### config.mk
export PLATFORM = sky130hd
export DESIGN_NAME = ccc_dyncfg_ctrl
export DESIGN_NICKNAME = d
export VERILOG_FILES = /design/src/rtl/ccc_dyncfg_pkg.sv /design/src/rtl/ccc_dyncfg_ctrl_lock_qual.sv /design/src/rtl/ccc_dyncfg_ctrl.sv
export SDC_FILE = /design/constraint.sdc
export NUM_CORES = 1
export LEC_CHECK = 0
export CORE_MARGIN = 8
export CORE_UTILIZATION = 55
export CTS_BUF_LIST = sky130_fd_sc_hd__clkbuf_16
export DETAILED_ROUTE_END_ITERATION = 8
export PLACE_DENSITY_LB_ADDON = 0.1
export RECOVER_POWER = 100
export SYNTH_ARGS = -nofsm -noshare
export SYNTH_HDL_FRONTEND = slang
export SYNTH_SLANG_ARGS = --single-unit
### constraint.sdc
create_clock -name CLK -period 14.3 [get_ports CLK]
set_clock_uncertainty 0.1 [all_clocks]
set_input_delay 3.575 -clock CLK [delete_from_list [all_inputs] [get_ports CLK]]
set_output_delay 3.575 -clock CLK [all_outputs]
set_load 0.02 [all_outputs]
### src/rtl/ccc_dyncfg_pkg.sv
// Shared types for the CCC dynamic-reconfiguration sequencer: FSM states and
// the bit positions of each PLL field inside the serial config word.
package ccc_dyncfg_pkg;

    typedef enum logic [2:0] {
        ST_IDLE,
        ST_SHIFT_LO,
        ST_SHIFT_HI,
        ST_UPDATE,
        ST_WAIT_LOCK
    } state_e;

    // Field LSB positions within CFG_IN, for firmware and bench word assembly
    localparam int FINDIV_LSB = 0;
    localparam int FBDIV_LSB  = 7;
    localparam int OADIV_LSB  = 14;
    localparam int OBDIV_LSB  = 19;
    localparam int OCDIV_LSB  = 24;
    localparam int OAMUX_LSB  = 29;
    localparam int OBMUX_LSB  = 32;
    localparam int OCMUX_LSB  = 35;
    localparam int FBDLY_LSB  = 38;
    localparam int FBSEL_LSB  = 43;

endpackage

### src/rtl/ccc_dyncfg_ctrl_lock_qual.sv
// PLL LOCK qualifier: 2-FF synchroniser followed by a consecutive-high counter
// that flags lock_good once lock_s has held for LOCK_STABLE cycles.
module ccc_lock_qual
    import ccc_dyncfg_pkg::*;
#(
    parameter int LOCK_STABLE = 16
) (
    input  logic clk_i,
    input  logic rst_i,
    input  logic lock_i,
    input  logic clr_i,
    output logic lock_s_o,
    output logic lock_good_o
);

    localparam int SW = (LOCK_STABLE > 1) ? $clog2(LOCK_STABLE) : 1;
    localparam logic [SW-1:0] SMAX = SW'(LOCK_STABLE - 1);

    logic          meta_q;
    logic          sync_q;
    logic [SW-1:0] stable_q;
    logic [SW-1:0] stable_d;

    // Any low sample restarts the run; the count parks at its terminal value
    always_comb begin
        stable_d = stable_q;
        if (clr_i || !sync_q) begin
            stable_d = '0;
        end else if (stable_q != SMAX) begin
            stable_d = stable_q + 1'b1;
        end
    end

    always_ff @(posedge clk_i or posedge rst_i) begin
        if (rst_i) begin
            meta_q   <= 1'b0;
            sync_q   <= 1'b0;
            stable_q <= '0;
        end else begin
            meta_q   <= lock_i;
            sync_q   <= meta_q;
            stable_q <= stable_d;
        end
    end

    assign lock_s_o    = sync_q;
    assign lock_good_o = sync_q && (stable_q == SMAX);

endmodule

### src/rtl/ccc_dyncfg_ctrl.sv
// Sequencer that shifts a new PLL config word into the CCC dynamic-config chain,
// captures the old word as readback, strobes SUPDATE and qualifies LOCK with retries.
module ccc_dyncfg_ctrl
    import ccc_dyncfg_pkg::*;
#(
    parameter int CFG_WIDTH    = 81,
    parameter int SCLK_DIV     = 2,
    parameter int LOCK_STABLE  = 16,
    parameter int LOCK_TIMEOUT = 4096,
    parameter int MAX_RETRY    = 2
) (
    input  logic                             CLK,
    input  logic                             RESET,
    input  logic                             START,
    input  logic [CFG_WIDTH-1:0]             CFG_IN,
    output logic                             BUSY,
    output logic                             DONE,
    output logic                             ERR,
    output logic [$clog2(MAX_RETRY+1)-1:0]   RETRIES,
    output logic [CFG_WIDTH-1:0]             CFG_RB,
    output logic                             LOCK_OK,
    output logic                             SCLK,
    output logic                             SDIN,
    output logic                             SSHIFT,
    output logic                             SUPDATE,
    output logic                             MODE,
    input  logic                             SDOUT,
    input  logic                             LOCK
);

    localparam int RW = $clog2(MAX_RETRY + 1);
    localparam int BW = (CFG_WIDTH > 1) ? $clog2(CFG_WIDTH) : 1;
    localparam int DW = $clog2(2 * SCLK_DIV);
    localparam int TW = (LOCK_TIMEOUT > 1) ? $clog2(LOCK_TIMEOUT) : 1;

    state_e                 state_q;
    logic [CFG_WIDTH-1:0]   shadow_q;
    logic [CFG_WIDTH-1:0]   shift_q;
    logic [CFG_WIDTH-1:0]   rb_q;
    logic [BW-1:0]          bit_q;
    logic [DW-1:0]          div_q;
    logic [TW-1:0]          tmo_q;
    logic [RW-1:0]          retry_q;
    logic                   busy_q, done_q, err_q, mode_q;
    logic                   sclk_q, sdin_q, sshift_q, supd_q;
    logic                   lock_s, lock_good, lock_clr;

    assign lock_clr = (state_q != ST_WAIT_LOCK);

    ccc_lock_qual #(
        .LOCK_STABLE (LOCK_STABLE)
    ) u_lock_qual (
        .clk_i       (CLK),
        .rst_i       (RESET),
        .lock_i      (LOCK),
        .clr_i       (lock_clr),
        .lock_s_o    (lock_s),
        .lock_good_o (lock_good)
    );

    always_ff @(posedge CLK or posedge RESET) begin
        if (RESET) begin
            state_q  <= ST_IDLE;
            shadow_q <= '0;
            shift_q  <= '0;
            rb_q     <= '0;
            bit_q    <= '0;
            div_q    <= '0;
            tmo_q    <= '0;
            retry_q  <= '0;
            busy_q   <= 1'b0;
            done_q   <= 1'b0;
            err_q    <= 1'b0;
            mode_q   <= 1'b0;
            sclk_q   <= 1'b0;
            sdin_q   <= 1'b0;
            sshift_q <= 1'b0;
            supd_q   <= 1'b0;
        end else begin
            // CCC pins are decoded from the current state, so they trail it by one cycle
            sclk_q   <= (state_q == ST_SHIFT_HI);
            sshift_q <= (state_q == ST_SHIFT_LO) || (state_q == ST_SHIFT_HI);
            sdin_q   <= ((state_q == ST_SHIFT_LO) || (state_q == ST_SHIFT_HI)) ? shift_q[0] : 1'b0;
            supd_q   <= (state_q == ST_UPDATE);

            case (state_q)
                ST_IDLE: begin
                    done_q <= 1'b0;
                    // busy_q is still high during the DONE cycle, which also blocks START there
                    if (START && !busy_q) begin
                        shadow_q <= CFG_IN;
                        shift_q  <= CFG_IN;
                        busy_q   <= 1'b1;
                        err_q    <= 1'b0;
                        retry_q  <= '0;
                        mode_q   <= 1'b1;
                        bit_q    <= '0;
                        div_q    <= '0;
                        state_q  <= ST_SHIFT_LO;
                    end else begin
                        busy_q <= 1'b0;
                    end
                end
                ST_SHIFT_LO: begin
                    if (div_q == DW'(SCLK_DIV - 1)) begin
                        div_q   <= '0;
                        state_q <= ST_SHIFT_HI;
                    end else begin
                        div_q <= div_q + 1'b1;
                    end
                end
                ST_SHIFT_HI: begin
                    if (div_q == DW'(SCLK_DIV - 1)) begin
                        div_q   <= '0;
                        shift_q <= {SDOUT, shift_q[CFG_WIDTH-1:1]};
                        if (bit_q == BW'(CFG_WIDTH - 1)) begin
                            rb_q    <= {SDOUT, shift_q[CFG_WIDTH-1:1]};
                            bit_q   <= '0;
                            state_q <= ST_UPDATE;
                        end else begin
                            bit_q   <= bit_q + 1'b1;
                            state_q <= ST_SHIFT_LO;
                        end
                    end else begin
                        div_q <= div_q + 1'b1;
                    end
                end
                ST_UPDATE: begin
                    if (div_q == DW'(2 * SCLK_DIV - 1)) begin
                        div_q   <= '0;
                        tmo_q   <= '0;
                        state_q <= ST_WAIT_LOCK;
                    end else begin
                        div_q <= div_q + 1'b1;
                    end
                end
                ST_WAIT_LOCK: begin
                    // A lock success on the timeout cycle takes priority
                    if (lock_good) begin
                        done_q  <= 1'b1;
                        state_q <= ST_IDLE;
                    end else if (tmo_q == TW'(LOCK_TIMEOUT - 1)) begin
                        if (retry_q < RW'(MAX_RETRY)) begin
                            retry_q <= retry_q + 1'b1;
                            shift_q <= shadow_q;
                            bit_q   <= '0;
                            div_q   <= '0;
                            state_q <= ST_SHIFT_LO;
                        end else begin
                            err_q   <= 1'b1;
                            busy_q  <= 1'b0;
                            state_q <= ST_IDLE;
                        end
                    end else begin
                        tmo_q <= tmo_q + 1'b1;
                    end
                end
                default: state_q <= ST_IDLE;
            endcase
        end
    end

    assign BUSY    = busy_q;
    assign DONE    = done_q;
    assign ERR     = err_q;
    assign RETRIES = retry_q;
    assign CFG_RB  = rb_q;
    assign MODE    = mode_q;
    assign SCLK    = sclk_q;
    assign SDIN    = sdin_q;
    assign SSHIFT  = sshift_q;
    assign SUPDATE = supd_q;
    assign LOCK_OK = lock_s && !busy_q;

endmodule
# Word-level counts from Yosys, hierarchy flattened

Cells that the tools add are included.

Register bits: 283
Bits in latches: 0
Memory bits (writable): 0
Memory bits (read-only): 0
Input bits: 86
Output and inout port bits: 92
Memories kept: 0

Add/subtract/negate cells: 5
Multipliers: 0
Div/mod/pow operators: 0
Order comparisons: 1
Eq/ne operators: 22
Shifts and indexed selects: 0
Muxes and demuxes: 52
Bitwise gates (word level): 0
Reductions and logical operators: 24

Operators by type and width:

| kind                    | count |
|---|---|
| $mux W81                | 5 |
| $pmux W81 S3            | 1 |
| $mux W7                 | 6 |
| $mux W12                | 3 |
| $pmux W12 S2            | 1 |
| $pmux W7 S3             | 1 |
| $mux W2                 | 10 |
| $reduce_and A5 Y1       | 4 |
| $mux W3                 | 6 |
| $pmux W3 S5             | 1 |
| $ne A2 B2 Y1 const B    | 7 |
| $add A12 B1 Y12 const B | 1 |
| $eq A12 B12 Y1 const B  | 1 |
| $mux W1                 | 11 |
| $mux W4                 | 2 |
| $pmux W2 S4             | 1 |
| $reduce_and A4 Y1       | 2 |
| $add A7 B1 Y7 const B   | 1 |
| $eq A7 B7 Y1 const B    | 1 |
| $eq A3 B2 Y1 const B    | 2 |
| $ne A2 B1 Y1 const B    | 3 |
| $ne A3 B3 Y1 const B    | 2 |
| $pmux W1 S2             | 3 |
| $reduce_and A6 Y1       | 1 |
| 20 further kinds        | 28 |

# Depth between registers and ports, before layout

Gate-level depths: netlist (run 1).

Word-level depth: 5
Mapped depth: 9

# Cells and area by module

A second synthesis (run 1) with hierarchy kept.

Cells, all modules: 1114
Area total of the unflattened synthesis: 13575.5 sq um

Modules (own cells, without submodules):

| module          | times used | cells an instance | area each (sq um) | sequential area each (sq um) |
|---|---|---|---|---|
| ccc_dyncfg_ctrl | 1          | 1090              | 13291.5           | 6931.6 |
| ccc_lock_qual   | 1          | 24                | 284.0             | 150.1 |

# Least setup slack after synthesis (run 1)

No wires, ideal clock.

Kind: input port to flip-flop
Start point: input port START
End point: register shift_q[29]
Library setup time: 0.125 ns
Arrival: 4.882 ns
Slack: 9.193 ns
Cell stages on the path: 6
Cells stage by stage: or3b_1 o211ai_2 nand2_2 nor2_4 buf_4 mux2_2

Cells in the longest elaborated chain, start to end: 3

Ends and longest elaborated chain:

| item                        | RTL line               | source |
|---|---|---|
| from (decl)                 | ccc_dyncfg_ctrl.sv:14  | `input logic START,` |
| $logic_and A1 B1 Y1         | ccc_dyncfg_ctrl.sv:90  | `if (START && !busy_q) begin` |
| $ne A2 B2 Y1 (no line)      | --                     |  |
| $reduce_and A6 Y1 (no line) | --                     |  |
| to (signal assigned)        | ccc_dyncfg_ctrl.sv:115 | `shift_q <= {SDOUT, shift_q[CFG_WIDTH-1:1]};` |
| to (signal assigned)        | ccc_dyncfg_ctrl.sv:145 | `shift_q <= shadow_q;` |
| to (decl)                   | ccc_dyncfg_ctrl.sv:38  | `logic [CFG_WIDTH-1:0] shift_q;` |

No other way between the ends.
A chain may end at the register's enable or synchronous reset.

# Final worst setup path (run 1)

Start point: input port START
End point: register shift_q[43]

The elaborated chain is that of the path after synthesis.

==> results of run 1 <==
==> layout make-up <==
type,instances,area share
multi-input cells,723,0.361
clock buffers,29,0.0455
repair buffers,187,0.115
well taps,324,0.0254
flip-flops and latches,283,0.445
clock inverters,20,0.00542
inverters,12,0.00298
==> where the power goes <==
group / switching, mW / internal, mW
sequential: 0.206 / 1.06
combinational: 0.497 / 0.554
clock: 0.299 / 0.363
total: 1.00 / 1.98
==> metal layers <==
| metal | part of all wire | vias up | track usage |
|---|---|---|---|
| met4 | 0.015 | 0 | 0.0575 |
| met5 | 0 | - | 0 |
| li1 | - | 4486 | - |
| met2 | 0.47 | 287 | 0.362 |
| met3 | 0.070 | 40 | 0.0487 |
| met1 | 0.44 | 4985 | 0.300 |
==> cell families after synthesis <==
kind of cell	count (synthesis)	share of synthesized area
and+or+nand+nor	96	0.0378
buffers and inverters	102	0.0336
xor gates and xnor gates	2	0.00132
muxes	246	0.208
adders and majority gates	7	0.00658
DFF	283	0.532
AOI/OAI and AO/OA	372	0.180
==> worst reg2reg max path, stage by stage, from the launching register on <==
cell	delay [ns]
dfrtp_1	1.28
clkbuf_1	1.76
a21oi_1	0.71
nand2_1	0.18
nor2_1	2.12
clkbuf_1	2.37
mux2_2	0.50
==> worst paths after layout <==
path	start	endpoint	slack [ns]	depth (start not counted)
worst max-delay path	START	shift_q[43]	4.77	7
worst min-delay path	u_lock_qual.meta_q	u_lock_qual.lock_s_o	0.27	0
worst max register to register	state_q[1]	shift_q[43]	5.16	6
worst min register to register	u_lock_qual.meta_q	u_lock_qual.lock_s_o	0.27	0
max in group asynchronous	RESET	state_q[2]	5.66	3
min in group asynchronous	RESET	shadow_q[61]	5.42	2
==> state kept, by name (all words and copies together), names as in the netlist <==
name                  cells
RETRIES                   2
DONE                      1
u_lock_qual.stable_q      4
SUPDATE                   1
tmo_q                    12
MODE                      1
shadow_q                 81
SDIN                      1
div_q                     2
u_lock_qual.meta_q        1
BUSY                      1
CFG_RB                   81
SCLK                      1
ERR                       1
bit_q                     7
SSHIFT                    1
u_lock_qual.lock_s_o      1
shift_q                  81
state_q                   3
==> per-stage QoR <==
stage	instance area, sq um	hold WS [ns]	worst slack [ns]	instances
floorplan	13300	0.231	2.82	1108
global placement	15200	0.248	7.41	1529
detailed placement	15200	0.248	7.39	1529
CTS	16000	0.274	7.92	1578
global route	15900	0.282	4.24	1578
finish	15900	0.272	4.77	1578
==> cells in the final DEF, fill, tap and decap left out, types with 3 or more instances in the layout <==
| master | Yosys | layout |
|---|---|---|
| clkbuf_16 | 0 | 29 |
| clkinv_2 | 0 | 7 |
| clkbuf_1 | 53 | 3 |
| o31ai_1 | 5 | 5 |
| dfrtp_1 | 283 | 282 |
| mux2_1 | 28 | 28 |
| mux2_2 | 216 | 216 |
| dlygate4sd3_1 | 0 | 95 |
| nor2b_1 | 5 | 5 |
| a31oi_1 | 3 | 3 |
| nand4_1 | 5 | 5 |
| o22ai_1 | 162 | 162 |
| clkdlybuf4s50_1 | 0 | 82 |
| nand3_1 | 11 | 12 |
| inv_1 | 10 | 16 |
| ha_1 | 7 | 7 |
| and4_1 | 3 | 3 |
| nor2_1 | 24 | 26 |
| buf_4 | 8 | 7 |
| nand2_1 | 17 | 17 |
| o22a_1 | 72 | 72 |
| nor3_1 | 5 | 5 |
| clkinv_1 | 0 | 6 |
| o21ai_0 | 29 | 31 |
| a21oi_1 | 90 | 90 |
| and3_1 | 8 | 8 |
==> flow_summary_export.csv, run 1 <==
group,metric,value,unit
sta,fin_crit_sh,0.667,
yosys,yosysMostFrequentCell,"dfrtp_1",
drt,wl_per_cell,20.4,um
job,cap_violations,7,
clocking,postCtsSetupBuffers,0,
setup_path,critPathMaxFanout,52,
sta,tightest_slew,6.36,ns
yosys,synth-seq-cells,283,
worst_hold_path,hold_class,"flip-flop to flip-flop",
layout,antenna_cells,0,
setup_path,cp_top_family,"buffers and inverters",
drt,drtIter0Drc,619,
layout,fin_util,0.663,
drt,num_vias,9798,
sta,rsz0062_at_grt,"no",
drt,totalWireLength,32200,um
clocking,cts_tree,"done",
setup_path,crit_arrival,9.84,ns
sta,tns,0,ns
die,fp.dieH,172,um
layout,multi_input_comb_area,5750,sq um
setup_path,cpPeakStageDelay,2.37,ns
clocking,htree_levels,1,
setup_path,crit_chain,"dlygate4sd3_1 -> or3b_1 -> o211ai_1 -> nand2_1 -> nor2_1 -> clkbuf_1 -> mux2_2",
sta,max_freq,105,MHz
die,num_rows,57,
drt,dr.pass1.iters,5,
layout,layout-drive-gt1-share,0.215,
drt,drc_errors,0,
layout,nets,1329,
drt,vias_per_cell,6.21,
global_routing,antenna_found_initial,0,
setup_path,critPathBufInv,2,
sta,maxSlewViolCount,479,
yosys,synth_flop_cell,"dfrtp_1",
yosys,yosysTopAreaCell,"dfrtp_1",
die,initial_core_util,0.553,
layout,area_growth,19.8,%
layout,fillers,1869,
place,gp_congestion,0.787,
yosys,ys_seq_area_frac,0.532,
die,die-area,29400,sq um
setup_path,end_kind,"flip-flop",
yosys,synth.area.top_cells,"dfrtp_1, mux2_2, o22ai_1, o22a_1, a21oi_1",
global_routing,grt_util_all_layers,0.223,
status,violations,"capacitance limit, slew limit",
yosys,synth_top_area_share,0.532,
yosys,ys_types,48,
clocking,numCtsBuffers,29,
power_and_ir_drop,vdd_drop_max,0.000124,V
global_routing,grt_max_degree,145,
clocking,clockBufferDepth,3,
global_routing,grt_pass1_vias,10000,
layout,register_area,7090,sq um
yosys,synth.top_cells.by_count,"dfrtp_1, mux2_2, o22ai_1",
yosys,synth-edff-count,0,
place,port-buffer-count,177,
global_routing,grt_first_pass_wirelength,53400,um
power_and_ir_drop,powerDensity,187,nW/um^2
clocking,cts.repair.resized,0,
status,status,"finished, violations left",
sta,period_needed,9.53,ns
setup_path,cp.required,14.60,ns
yosys,syn_nets,1201,
drt,ant_nets,0,
yosys,syn_inst,1108,
setup_path,slowest_stage,"clkbuf_1",
yosys,async_flop_share,1.00,
die,core_area,24000,sq um
power_and_ir_drop,p_total,2.98,mW
place,post-dp-hpwl,18800,um
setup_path,crit_path_start_kind,"primary input",
sta,slew_headroom,-3.26,
clocking,clkTransAtPathRegs,0.06,ns
clocking,clk_latency,0.53,ns
sta,setup_viol,0,
clocking,postCtsHoldBufs,0,
sta,hold_viol,0,
die,dieWidth,172,um
clocking,clock_sinks,283,
power_and_ir_drop,p_leak,7.01,nW
clocking,cts_root_buffer,"clkbuf_16",
yosys,synth.cell_area,13300,sq um
yosys,ys_warn_count,0,
yosys,syn_avg_cell_area,12.0,sq um
die,io_pins,178,
global_routing,overflow,0,
setup_path,worstSetupPathType,"primary input to flip-flop",
No activity file was read; power rests on OpenSTA's default activity.
==> run 2, diff against run 1 <==
Clock period 14.3 ns to 9.1 ns, I/O delays scaled along.
==> flow_summary_export.csv, run 2 (same netlist as run 1, synthesis figures left out) <==
group,metric,value,unit
sta,rsz0062_at_grt,"no",
power_and_ir_drop,powerDensity,298,nW/um^2
layout,mostFrequentLayoutCells,"dfrtp_1, mux2_2, o22ai_1, dlygate4sd3_1, a21oi_1",
drt,totalWireLength,32700,um
clocking,clockBufferDepth,3,
drt,dr.pass1.iters,5,
status,status,"finished, violations left",
clocking,clk_latency,0.55,ns
sta,fin_crit_sh,0.690,
power_and_ir_drop,vdd_drop_max,0.000299,V
place,gp_congestion,0.779,
die,core_area,24000,sq um
worst_hold_path,holdPathStages,0,
sta,max_freq,159,MHz
setup_path,cp.required,9.43,ns
die,die-area,29400,sq um
drt,vias_per_cell,6.23,
setup_path,critPathMaxFanout,45,
clocking,cts_tree,"done",
sta,tns,0,ns
clocking,postCtsSetupBuffers,0,
sta,fin_ws,2.82,ns
power_and_ir_drop,p_leak,7.11,nW
global_routing,grt_first_pass_wirelength,53400,um
clocking,cts_root_buffer,"clkbuf_16",
drt,ant_nets,0,
layout,nets,1332,
sta,setup_viol,0,
global_routing,overflow,0,
job,cap_violations,4,
drt,wl_per_cell,20.6,um
drt,drc_errors,0,
drt,num_vias,9890,
status,violations,"capacitance limit, slew limit",
place,placed_cell_area,15200,sq um
worst_hold_path,hp-start,"u_lock_qual.meta_q",
global_routing,grt_pass1_vias,10100,
die,fp.dieH,172,um
worst_hold_path,hold_class,"flip-flop to flip-flop",
clocking,clkTransAtPathRegs,0.06,ns
global_routing,grt_max_degree,162,
sta,slew_headroom,-1.15,
setup_path,regToRegStartpoint,"state_q[2]",
drt,drtIter0Drc,736,
sta,maxSlewViolCount,179,
clocking,cts.repair.resized,0,
die,io_pins,178,
place,port-buffer-count,177,
die,initial_core_util,0.553,
clocking,numCtsBuffers,31,
setup_path,end_kind,"flip-flop",
place,pre_cts_ws,3.54,ns
global_routing,grt_util_all_layers,0.222,
clocking,postCtsHoldBufs,0,
layout,area_growth,21.2,%
setup_path,reg2reg_depth,7,
layout,finalInstanceArea,16100,sq um
clocking,clock_sinks,283,
die,dieWidth,172,um
setup_path,crit_path_start_kind,"flip-flop",
die,num_rows,57,
sta,tightest_slew,3.22,ns
setup_path,worstSetupPathType,"flip-flop to flip-flop",
layout,layout-drive-gt1-share,0.220,
setup_path,crit_arrival,6.61,ns
sta,period_needed,6.28,ns
sta,hold_viol,0,
setup_path,r2r_setup_slack,2.82,ns
global_routing,antenna_found_initial,5,
setup_path,r2r_end,"CFG_RB[24]",
worst_hold_path,hold_path_end,"u_lock_qual.lock_s_o",
layout,layout_commonest_cell,"dfrtp_1",
clocking,htree_levels,1,
place,post-dp-hpwl,19400,um
layout,fillers,1836,
run 2: critical path, cell delays in order, from the launching register on:
cell      delay, ns
dfrtp_1        1.33
buf_4          0.66
clkinv_2       0.77
nand3_1        0.41
inv_1          0.16
nand3_1        1.54
buf_4          0.73
mux2_2         0.40
run 2: final cells by class:
type,count,area (sq um),share of cell area
sequential,283,7090,0.440
multi-input combinational,723,5760,0.357
timing repair buffer,188,1860,0.115
clock buffer,31,776,0.0481
tap,324,405,0.0251
clock inverter,24,183,0.0113
inverter,12,47.5,0.00295
antenna,2,5.00,0.000310
run 2: worst max path at each step:
| stage | start | to | cells after the start |
|---|---|---|---|
| final | state_q[2] | CFG_RB[24] | 7 |
| after CTS | state_q[2] | shift_q[32] | 7 |
| after detailed placement | START | shift_q[51] | 7 |
| after global placement | START | shift_q[44] | 7 |
| after floorplan | RESET | BUSY | 1 |
| after global routing | RESET | CFG_RB[39] | 4 |
run 2: per-stage QoR:
| stage | utilization | instances | hold slack (ns) | power, mW |
|---|---|---|---|---|
| 2_1_floorplan | - | 1108 | 0.231 | 3.25 |
| 3_3_place_gp | 0.633 | 1530 | 0.254 | 3.58 |
| 3_5_place_dp | 0.633 | 1530 | 0.243 | 3.65 |
| 4_1_cts | 0.673 | 1585 | 0.252 | 4.85 |
| 5_1_grt | 0.671 | 1586 | 0.254 | 5.09 |
| 6_report | 0.671 | 1587 | 0.250 | 4.81 |
run 2: report_power, final:
part           leakage [nW]  total, mW  switching [mW]  internal (mW)
clock network         0.507       1.19           0.493          0.696
logic                  3.02       1.62           0.788          0.831
registers              3.58       2.00           0.331           1.67
total                  7.11       4.81            1.61           3.20
run 2: layer usage:
layer  GRT usage  share of wire  vias to the layer above
li1            -              -                     4519
met1       0.294           0.45                     5061
met2       0.367           0.48                      264
met3      0.0475          0.064                       38
met4      0.0556          0.012                        8
met5           0         0.0014                        -
==> run 3, diff against run 2 <==
Settings changed: CORE_UTILIZATION 55 to 50.
Clock period 9.1 ns to 5.7 ns, I/O delays scaled along.
==> flow_summary_export.csv, run 3 (same netlist as run 1, synthesis figures left out) <==
group,metric,value,unit
status,status,"finished, violations left",
status,violations,"capacitance limit, slew limit",
global_routing,grt_util_all_layers,0.203,
clocking,numCtsBuffers,31,
setup_path,crit_path_start_kind,"primary input",
place,port-buffer-count,177,
sta,tns,0,ns
global_routing,antenna_found_initial,6,
power_and_ir_drop,powerDensity,469,nW/um^2
sta,maxSlewViolCount,169,
global_routing,overflow,0,
clocking,cts.repair.resized,0,
die,num_rows,59,
drt,num_vias,9827,
worst_hold_path,hold_class,"flip-flop to flip-flop",
drt,drc_errors,0,
power_and_ir_drop,netSwitchingPower,2.57,mW
sta,max_freq,227,MHz
die,dieWidth,179,um
layout,area_growth,21.1,%
setup_path,cpPeakStageDelay,1.65,ns
power_and_ir_drop,clkPwrFrac,0.232,
setup_path,cp_top_family,"simple AND/OR/NAND/NOR gates",
layout,layout_commonest_cell,"dfrtp_1",
power_and_ir_drop,seqPwrFrac,0.422,
clocking,cts_root_buffer,"clkbuf_16",
die,die-area,32100,sq um
die,fp.dieH,179,um
global_routing,grt_pass1_vias,9800,
clocking,cts_tree,"done",
power_and_ir_drop,p_int,4.99,mW
setup_path,crit_arrival,4.72,ns
setup_path,worstSetupPathType,"primary input to flip-flop",
drt,drtIter0Drc,679,
sta,rsz0062_at_grt,"no",
die,initial_core_util,0.510,
drt,ant_nets,0,
clocking,clk_latency,0.55,ns
setup_path,end_kind,"flip-flop",
die,core_area,26100,sq um
sta,fin_ws,1.30,ns
power_and_ir_drop,p_leak,7.09,nW
job,cap_violations,3,
sta,hold_viol,0,
setup_path,cp.required,6.03,ns
place,gp_congestion,0.777,
die,io_pins,178,
place,placed_cell_area,15300,sq um
clocking,postCtsSetupBuffers,0,
sta,period_needed,4.40,ns
sta,fin_crit_sh,0.772,
clocking,clockBufferDepth,3,
power_and_ir_drop,combPwrFrac,0.346,
layout,nets,1334,
clocking,clkTransAtPathRegs,0.06,ns
power_and_ir_drop,swShare,0.340,
layout,finalInstanceArea,16100,sq um
layout,fin_util,0.618,
global_routing,grt_first_pass_wirelength,53200,um
clocking,htree_levels,1,
drt,totalWireLength,33100,um
setup_path,critPathBufInv,2,
clocking,clock_sinks,283,
layout,fillers,2108,
drt,wl_per_cell,20.8,um
sta,tightest_slew,2.52,ns
setup_path,slowest_stage,"nor2_1",
sta,setup_viol,0,
power_and_ir_drop,p_total,7.56,mW
power_and_ir_drop,vdd_drop_max,0.000438,V
global_routing,grt_max_degree,104,
layout,mostFrequentLayoutCells,"dfrtp_1, mux2_2, o22ai_1, dlygate4sd3_1, a21oi_1",
drt,dr.pass1.iters,5,
place,pre_cts_ws,1.81,ns
setup_path,critPathMaxFanout,58,
sta,slew_headroom,-0.679,
setup_path,crit_chain,"dlygate4sd3_1 -> nand3b_1 -> nor2_1 -> buf_12 -> mux2_2",
setup_path,r2r_setup_slack,1.60,ns
layout,layout-drive-gt1-share,0.218,
clocking,postCtsHoldBufs,0,
drt,vias_per_cell,6.16,
place,post-dp-hpwl,19700,um
==> run 3: layout make-up <==
type | instances | area (sq um) | area share
Tap cell | 335 | 419 | 0.0260
Clock inverter | 20 | 92.6 | 0.00575
Timing Repair Buffer | 190 | 1920 | 0.119
Clock buffer | 31 | 776 | 0.0482
Antenna cell | 1 | 2.50 | 0.000155
Sequential cell | 283 | 7090 | 0.440
Inverter | 12 | 47.5 | 0.00295
Multi-Input combinational cell | 723 | 5760 | 0.358
==> run 3: worst reg2reg max path: stages (launching register included) <==
cell	delay, ns
dfrtp_4	0.74
nor2_2	0.40
nand3b_1	0.25
nor2_1	1.65
buf_12	0.44
mux2_2	0.41
==> run 3: power groups by stage <==
stage               Sequential (mW)  Combinational [mW]  Clock [mW]
floorplan                      3.00                2.19           0
global placement               3.19                2.58           0
detailed placement             3.21                2.65           0
CTS                            3.18                2.66        1.79
global route                   3.27                2.87        1.87
finish                         3.19                2.62        1.75
==> run 3: worst paths after layout <==
path                                          from                    to  depth (start not counted)
worst max-delay path                         START          shadow_q[37]                          5
worst min-delay path            u_lock_qual.meta_q  u_lock_qual.lock_s_o                          0
worst max register to register          state_q[1]          shadow_q[37]                          5
worst min register to register  u_lock_qual.meta_q  u_lock_qual.lock_s_o                          0
max in group asynchronous                    RESET            CFG_RB[42]                          3
min in group asynchronous                    RESET           shift_q[69]                          3
==> run 3: metal layers <==
metal,global-route usage,share of wire
met5,0,0.0015
met4,0.0454,0.016
met3,0.0438,0.061
met2,0.315,0.45
met1,0.287,0.47
==> run 3: stage by stage <==
stage | hold slack, ns | cells
4_1_cts | 0.272 | 1594
3_5_place_dp | 0.246 | 1543
2_1_floorplan | 0.231 | 1108
3_3_place_gp | 0.242 | 1543
6_report | 0.261 | 1595
5_1_grt | 0.284 | 1595
